<file path="config.mk">
export PLATFORM = sky130hd
export DESIGN_NAME = mem_port_arbiter
export DESIGN_NICKNAME = d
export VERILOG_FILES = /design/src/rtl/mem_port_arbiter_pkg.sv /design/src/rtl/memory_modes_pkg.sv /design/src/rtl/mem_port_arbiter_rr_pick2.sv /design/src/rtl/mem_port_arbiter.sv
export SDC_FILE = /design/constraint.sdc
export NUM_CORES = 1
export LEC_CHECK = 0
export ABC_AREA = 1
export CORE_AREA = 2 2 110 112
export CTS_BUF_LIST = sky130_fd_sc_hd__clkbuf_4 sky130_fd_sc_hd__clkbuf_8
export DETAILED_ROUTE_END_ITERATION = 8
export DIE_AREA = 0 0 112 114
export PLACE_DENSITY = 0.75
export REMOVE_ABC_BUFFERS = 1
export SLEW_MARGIN = 20
export SYNTH_ARGS = -nofsm -noshare
export SYNTH_HDL_FRONTEND = slang
export SYNTH_SLANG_ARGS = --single-unit
</file>
<file path="constraint.sdc">
create_clock -name clk -period 5.74 [get_ports clk]
set_clock_uncertainty 0.05 [all_clocks]
set_input_delay 0.574 -clock clk [delete_from_list [all_inputs] [get_ports clk]]
set_output_delay 0.574 -clock clk [all_outputs]
set_load 0.01 [all_outputs]
</file>
<file path="src/rtl/mem_port_arbiter_pkg.sv">
// Shared definitions for the Memory data port A arbiter.
//
// Contents:
//   ArbStates  - arbiter FSM states: ARB (free round-robin), LOCK0 / LOCK1
//                (port held by requester 0 / 1 for a burst).
//   REQ_CPU    - requester index of the CPU load/store stage.
//   REQ_DBG    - requester index of the debug/boot loader.
//   req_onehot - turns a requester index into a one-hot grant vector.
package MemArbPackage;

    typedef enum logic [1:0] {
        ARB   = 2'd0,
        LOCK0 = 2'd1,
        LOCK1 = 2'd2
    } ArbStates;

    localparam int REQ_CPU = 0;
    localparam int REQ_DBG = 1;

    // Index 0 -> 2'b01, index 1 -> 2'b10.
    function automatic logic [1:0] req_onehot(input logic idx);
        return idx ? 2'b10 : 2'b01;
    endfunction

endpackage

</file>
<file path="src/rtl/memory_modes_pkg.sv">
// Memory access modes shared by the Memory block and the blocks that drive it.
// This is the existing codebase package, carried in this slice so that the
// arbiter compiles on its own. Do not edit it here; edit the original.
//
// Contents:
//   ReadWriteModes - 3-bit access mode seen on the Memory writeMode and
//                    readMode lines. NONE means no access on that line.
package MemoryModesPackage;

    typedef enum logic [2:0] {
        NONE      = 3'd0,
        BYTE      = 3'd1,
        HALFWORD  = 3'd2,
        WORD      = 3'd3,
        WORDLEFT  = 3'd4,
        WORDRIGHT = 3'd5
    } ReadWriteModes;

endpackage

</file>
<file path="src/rtl/mem_port_arbiter_rr_pick2.sv">
// Two-input round-robin picker, purely combinational.
//
// Ports:
//   req [1:0] - request per input
//   ptr       - input that wins when both request (0 or 1)
//   gnt [1:0] - one-hot winner; 2'b00 when nothing requests
//
// The picker holds no state. The owner of the pointer decides when to
// advance it. That keeps the picker reusable for other two-master buses.
module rr_pick2 (
    input  logic [1:0] req,
    input  logic       ptr,
    output logic [1:0] gnt
);

    always_comb begin
        gnt = 2'b00;
        case (req)
            2'b01:   gnt = 2'b01;
            2'b10:   gnt = 2'b10;
            2'b11:   gnt = ptr ? 2'b10 : 2'b01;
            default: gnt = 2'b00;
        endcase
    end

endmodule

</file>
<file path="src/rtl/mem_port_arbiter.sv">
// Shares Memory data port A between the CPU load/store stage (requester 0)
// and the debug/boot loader (requester 1).
//
// Arbitration is round-robin. A requester can hold the port for a burst by
// raising lock_i. The hold is bounded: after MAX_LOCK consecutive locked
// grants, a waiting requester gets the port.
// The granted requester's fields go straight onto the Memory control lines.
// Read data comes back one cycle later. A registered tag steers rvalid to
// the requester that issued the load.
//
// Ports:
//   clk, rst          - clock; asynchronous active-low reset
//   req_i[1:0]        - request valid per requester
//   lock_i[1:0]       - keep the port after this transfer (burst)
//   write_i[1:0]      - 1 = store, 0 = load
//   mode_i[1:0]       - ReadWriteModes value per requester
//   unsigned_i[1:0]   - unsigned load flag per requester
//   addr_i[1:0]       - byte address per requester (passed through unchanged)
//   wdata_i[1:0]      - store data per requester
//   gnt_o[1:0]        - one-hot grant, combinational, same cycle as request
//   rvalid_o[1:0]     - load data valid, one cycle after the granted load
//   rdata_o           - load data shared by both requesters
//   mem_*             - Memory port A control and data lines
//   mem_dataOutput    - Memory read data, valid the cycle after issue
//   dbg_state         - current arbiter FSM state, for observation only
//
// Handshake: a requester raises req_i[i] and holds every field except lock_i
// stable until it sees gnt_o[i] high. The transfer completes in that same
// cycle. A new request can be granted in the very next cycle, with no bubble.
// lock_i may change in any cycle; it is sampled in each cycle the FSM
// evaluates it.
//
// CNT_W must satisfy 2**CNT_W > MAX_LOCK so that the hold counter can
// reach MAX_LOCK.
module mem_port_arbiter
    import MemoryModesPackage::*;
    import MemArbPackage::*;
#(
    parameter int ADDR_W   = 32,
    parameter int MAX_LOCK = 16,
    parameter int CNT_W    = 5
) (
    input  logic                   clk,
    input  logic                   rst,
    input  logic [1:0]             req_i,
    input  logic [1:0]             lock_i,
    input  logic [1:0]             write_i,
    input  logic [1:0][2:0]        mode_i,
    input  logic [1:0]             unsigned_i,
    input  logic [1:0][ADDR_W-1:0] addr_i,
    input  logic [1:0][31:0]       wdata_i,
    output logic [1:0]             gnt_o,
    output logic [1:0]             rvalid_o,
    output logic [31:0]            rdata_o,
    output logic [ADDR_W-1:0]      mem_address,
    output logic [31:0]            mem_data,
    output logic [2:0]             mem_writeMode,
    output logic [2:0]             mem_readMode,
    output logic                   mem_unsignedLoad,
    input  logic [31:0]            mem_dataOutput,
    output ArbStates               dbg_state
);

    // ------------------------------------------------------------------
    // Arbiter state
    // ------------------------------------------------------------------
    ArbStates         state, state_n;
    logic             rr_ptr, rr_ptr_n;       // requester favoured on a tie
    logic [CNT_W-1:0] lock_cnt, lock_cnt_n;   // grants taken under the current lock

    logic [1:0]       arb_pick;               // round-robin winner in ARB
    logic [1:0]       gnt_n;                  // grant decided this cycle
    logic             owner;                  // lock holder while in LOCK0/LOCK1
    logic             other;                  // the requester that is locked out
    logic             at_limit;               // lock holder has used its full hold

    // ------------------------------------------------------------------
    // Read-return tracking
    // ------------------------------------------------------------------
    logic             gnt_idx;                // index of the granted requester
    logic             load_issue;             // a real load goes to Memory this cycle
    logic             rd_tag_vld;
    logic             rd_tag;
    logic [31:0]      rdata_q;                // last returned load data

    assign owner    = (state == LOCK1);
    assign other    = ~owner;
    assign at_limit = (lock_cnt == CNT_W'(MAX_LOCK));

    rr_pick2 u_pick (
        .req (req_i),
        .ptr (rr_ptr),
        .gnt (arb_pick)
    );

    // ------------------------------------------------------------------
    // FSM: state register
    // ------------------------------------------------------------------
    always_ff @(posedge clk or negedge rst) begin
        if (!rst) begin
            state    <= ARB;
            rr_ptr   <= 1'b0;
            lock_cnt <= '0;
        end else begin
            state    <= state_n;
            rr_ptr   <= rr_ptr_n;
            lock_cnt <= lock_cnt_n;
        end
    end

    // ------------------------------------------------------------------
    // FSM: next state and grant decision
    // ------------------------------------------------------------------
    always_comb begin
        state_n    = state;
        rr_ptr_n   = rr_ptr;
        lock_cnt_n = lock_cnt;
        gnt_n      = 2'b00;

        case (state)
            ARB: begin
                gnt_n = arb_pick;
                if ((arb_pick != 2'b00) && lock_i[arb_pick[1]]) begin
                    state_n    = arb_pick[1] ? LOCK1 : LOCK0;
                    lock_cnt_n = CNT_W'(1);
                end
            end

            LOCK0, LOCK1: begin
                if (at_limit && req_i[other]) begin
                    // Hold time used up and the other side is waiting. Give up
                    // the port with no grant this cycle. Point round-robin at
                    // the waiter so it wins the next ARB cycle even if the
                    // holder requests again.
                    state_n    = ARB;
                    lock_cnt_n = '0;
                    rr_ptr_n   = other;
                end else if (!lock_i[owner]) begin
                    // Lock released. A request still pending gets one last
                    // grant on the way out.
                    state_n    = ARB;
                    lock_cnt_n = '0;
                    if (req_i[owner]) begin
                        gnt_n = req_onehot(owner);
                    end
                end else if (req_i[owner]) begin
                    gnt_n = req_onehot(owner);
                    // Saturate at the limit. The lock only breaks once the
                    // other requester actually asks for the port.
                    if (!at_limit) begin
                        lock_cnt_n = lock_cnt + CNT_W'(1);
                    end
                end
                // Lock held but no request: wait in place, counter unchanged.
            end

            default: begin
                state_n    = ARB;
                lock_cnt_n = '0;
            end
        endcase

        // After any grant, the other requester gets the tie next time.
        if (gnt_n != 2'b00) begin
            rr_ptr_n = ~gnt_n[1];
        end
    end

    // ------------------------------------------------------------------
    // FSM: outputs (grant and Memory drive)
    // ------------------------------------------------------------------
    assign gnt_idx = gnt_n[1];

    always_comb begin
        gnt_o            = 2'b00;
        mem_address      = '0;
        mem_data         = '0;
        mem_writeMode    = NONE;
        mem_readMode     = NONE;
        mem_unsignedLoad = 1'b0;

        // The grant is combinational from req_i. Gate it with rst so that
        // nothing reaches Memory while the block is held in reset.
        if (rst && (gnt_n != 2'b00)) begin
            gnt_o            = gnt_n;
            mem_address      = addr_i[gnt_idx];
            mem_data         = wdata_i[gnt_idx];
            mem_unsignedLoad = unsigned_i[gnt_idx];
            if (write_i[gnt_idx]) begin
                mem_writeMode = mode_i[gnt_idx];
            end else begin
                mem_readMode  = mode_i[gnt_idx];
            end
        end
    end

    assign dbg_state = state;

    // ------------------------------------------------------------------
    // Read return: tag the issuing requester, route data back next cycle
    // ------------------------------------------------------------------
    assign load_issue = (gnt_o != 2'b00) && !write_i[gnt_idx] &&
                        (mode_i[gnt_idx] != NONE);

    always_ff @(posedge clk or negedge rst) begin
        if (!rst) begin
            rd_tag_vld <= 1'b0;
            rd_tag     <= 1'b0;
            rdata_q    <= '0;
        end else begin
            rd_tag_vld <= load_issue;
            if (load_issue) begin
                rd_tag <= gnt_idx;
            end
            if (rd_tag_vld) begin
                rdata_q <= mem_dataOutput;
            end
        end
    end

    // Memory data arrives in the return cycle and goes straight out. rdata_q
    // keeps the last returned word so that rdata_o holds between returns.
    assign rvalid_o = rd_tag_vld ? req_onehot(rd_tag) : 2'b00;
    assign rdata_o  = rd_tag_vld ? mem_dataOutput : rdata_q;

endmodule

</file>
==> results.ini <==
[floorplan]
initial_core_util_pct = 29.39
io_pins = 285
fp.dieW_um = 112
fp.coreArea_mm2 = 0.01171
die_h_um = 114
die_area_mm2 = 0.01277
rows = 40

[yosys]
async_flop_share_pct = 100.0
synth.avg_cell_area_um2 = 5.561
synthCells = 619
netlist_area_mm2 = 0.003442
synthDominantCellAreaShare_pct = 42.20
ys_top_cells_by_count = nand2_1, inv_1, dfrtp_1
ys_seq_area_share_pct = 30.53
yosysUniqueCellTypes = 24
synth_edf_count = 0
ys_seq_elements = 42
yosys_most_used_dff = dfrtp_1
synth_top_cell_by_area = nand2_1
yosysWarnings = 0
synth_area_leaders = nand2_1, dfrtp_1, inv_1
synthMostInstantiatedCell = nand2_1

[final_layout]
final_area_mm2 = 0.006436
insertedDiodeCount = 0
area_growth_pct = 86.99
utilization_pct = 54.96
final_cells = 1034
drive_above_1_share_pct = 5.073
nFillCells = 1172
fin_nets = 1068

[grt]
grt_overflow = 0
grt_start_max_net_pins = 69
grt_usage_pct = 19.59
antenna_found_initial = 0
grt_pass1_wl_um = 20420
grt_pass1_vias = 3939

[timing]
fin_setup_tns_ns = 0
max_slew_margin_pct = 31.22
tightest_slew_ns = 1.031
holdWs_ns = 0.3595
maxSlewViolCount = 0
fmax_ghz = 0.2458
setup_viol = 0
rsz0062_at_grt = no
fin_ws_ns = 1.671
finalHoldViolations = 0
period_needed_ns = 4.069
fin_crit_sh_pct = 70.88

[critical_path]
rr_startpoint = dbg_state[1]
regToRegSetupSlack_ns = 3.19
critPathKind = register to primary output
worstPathRequired_ns = 5.12
endpoint = mem_data[24]
crit_fanout = 35
cpPeakStageDelay_ns = 0.53
path_cells = inv_1 -> ha_1 -> inv_2 -> nor3_2 -> nand2_2 -> nand2_4 -> nand2_4 -> nand2_1 -> nand2_1 -> inv_2 -> buf_4 -> nand2_1 -> inv_2 -> clkdlybuf4s50_1
reg2reg_depth = 10
cp-startpoint = dbg_state[1]
critPathArrivalTime_ns = 3.44
cp_slowest_cell = clkdlybuf4s50_1
regToRegEndpoint = rd_tag
worstSetupStartpointType = register
crit_path_end_kind = primary output

[cts]
cts_max_level = 2
cts_resized = 0
cts.sinks = 42
root_buffer = clkbuf_8
cts_tree = built
clk_latency_ns = 0.29
ctsHoldBuffers = 0
cts.reportedPaths.clkPinSlew_ns = 0.08
cts_setup_buffers = 0
numCtsBuffers = 5
clock_path_buffers = 2

[place]
detailed_place.area_mm2 = 0.006321
place_congestion = 0.9074
dp_slack_ns = 1.679
numPortBuffers = 284
dp_cells = 1026
hpwl_um = 10500

[routing]
routed_wl_um = 13460
drt_iter0_drc = 220
drcViolationCount = 0
firstDrtPassIters = 4
wire_per_inst_um = 13.02
drt-vias-per-instance = 4.214
drtAntennaViolNets = 0
dr_total_vias = 4357

[power]
power_mw = 2.512
p_per_area_mw_per_mm2 = 390.3
peakVddDrop_v = 0.0002340
cellLeakagePower_nw = 3.511

[hold_path]
worstHoldPathType = input pin to async pin

[status]
status = complete, no violations

[run]
drv_cap = 0

-- critical path: cells and delay by family (launching register included) --
family | cells | cell delay (ns)
DFF | 1 | 0.44
adders and majority gates | 1 | 0.35
and+or+nand+nor | 7 | 0.73
buffers and inverters | 6 | 1.64
-- cell usage in the layout, fill, tap and decap left out --
cell | Yosys | routed
nand2_4 | 2 | 2
nor3_2 | 1 | 1
clkbuf_4 | 0 | 2
buf_4 | 9 | 4
inv_1 | 71 | 71
nand2_1 | 387 | 387
nand3_1 | 10 | 10
nand4_1 | 2 | 2
nor4_1 | 1 | 1
dfrtp_1 | 42 | 42
clkdlybuf4s50_1 | 0 | 283
nand3b_1 | 1 | 1
xor2_1 | 3 | 3
o21ai_2 | 1 | 1
a21oi_1 | 4 | 4
o21ai_0 | 12 | 12
inv_2 | 24 | 23
nor2_4 | 1 | 1
nand2_2 | 3 | 3
ha_1 | 6 | 6
clkinv_2 | 0 | 1
bufinv_16 | 0 | 1
nor2_1 | 17 | 17
clkbuf_8 | 0 | 5
a31oi_1 | 1 | 1
nor3_1 | 2 | 2
buf_2 | 9 | 1
-- power breakdown --
group / internal [mW] / total [mW] / switching (mW) / leakage [nW]
clock: 0.140 / 0.237 / 0.0975 / 0.0593
sequential: 0.426 / 0.469 / 0.0428 / 0.526
combinational: 0.850 / 1.81 / 0.956 / 2.93
total: 1.42 / 2.51 / 1.10 / 3.51
-- kinds of logic after synthesis --
family | count (synthesis) | share of synthesized area [%]
compound gates | 18 | 2.763
buf+inv | 123 | 15.38
fa+ha+maj | 6 | 2.181
simple gates | 427 | 48.38
xor+xnor | 3 | 0.7635
flops | 42 | 30.53
-- how the worst min path moves through the flow --
stage | end | slack (ns) | cells after the start
after floorplan | dbg_state[0] | 0.23 | 0
after global placement | rdata_q[15] | 0.40 | 2
after detailed placement | rdata_q[7] | 0.40 | 2
after CTS | rdata_q[17] | 0.38 | 2
after global routing | lock_cnt[0] | 0.39 | 2
final | lock_cnt[0] | 0.36 | 2
-- area by class of cell --
cell class | instances | area (um2) | area share (%)
Timing Repair Buffer | 288 | 2868 | 44.56
Multi-Input combinational cell | 454 | 1862 | 28.93
Sequential cell | 42 | 1051 | 16.33
Inverter | 95 | 357.8 | 5.560
Tap cell | 147 | 183.9 | 2.858
Clock buffer | 7 | 83.83 | 1.302
Clock inverter | 1 | 30.03 | 0.4666
-- metal layers --
metal / vias up / GRT usage, % / part of all wire (%)
li1: 2317 / - / -
met1: 1867 / 25.50 / 43
met2: 159 / 33.90 / 49
met3: 14 / 4.782 / 6.6
met4: 0 / 2.927 / 1.2
met5: - / 0 / 0
-- registers in the layout (all words and copies together), names as in the netlist --
name        count
rdata_q        32
lock_cnt        5
dbg_state       2
rd_tag          1
rd_tag_vld      1
rr_ptr          1
Note: power is estimated with default switching activity, not from simulation.
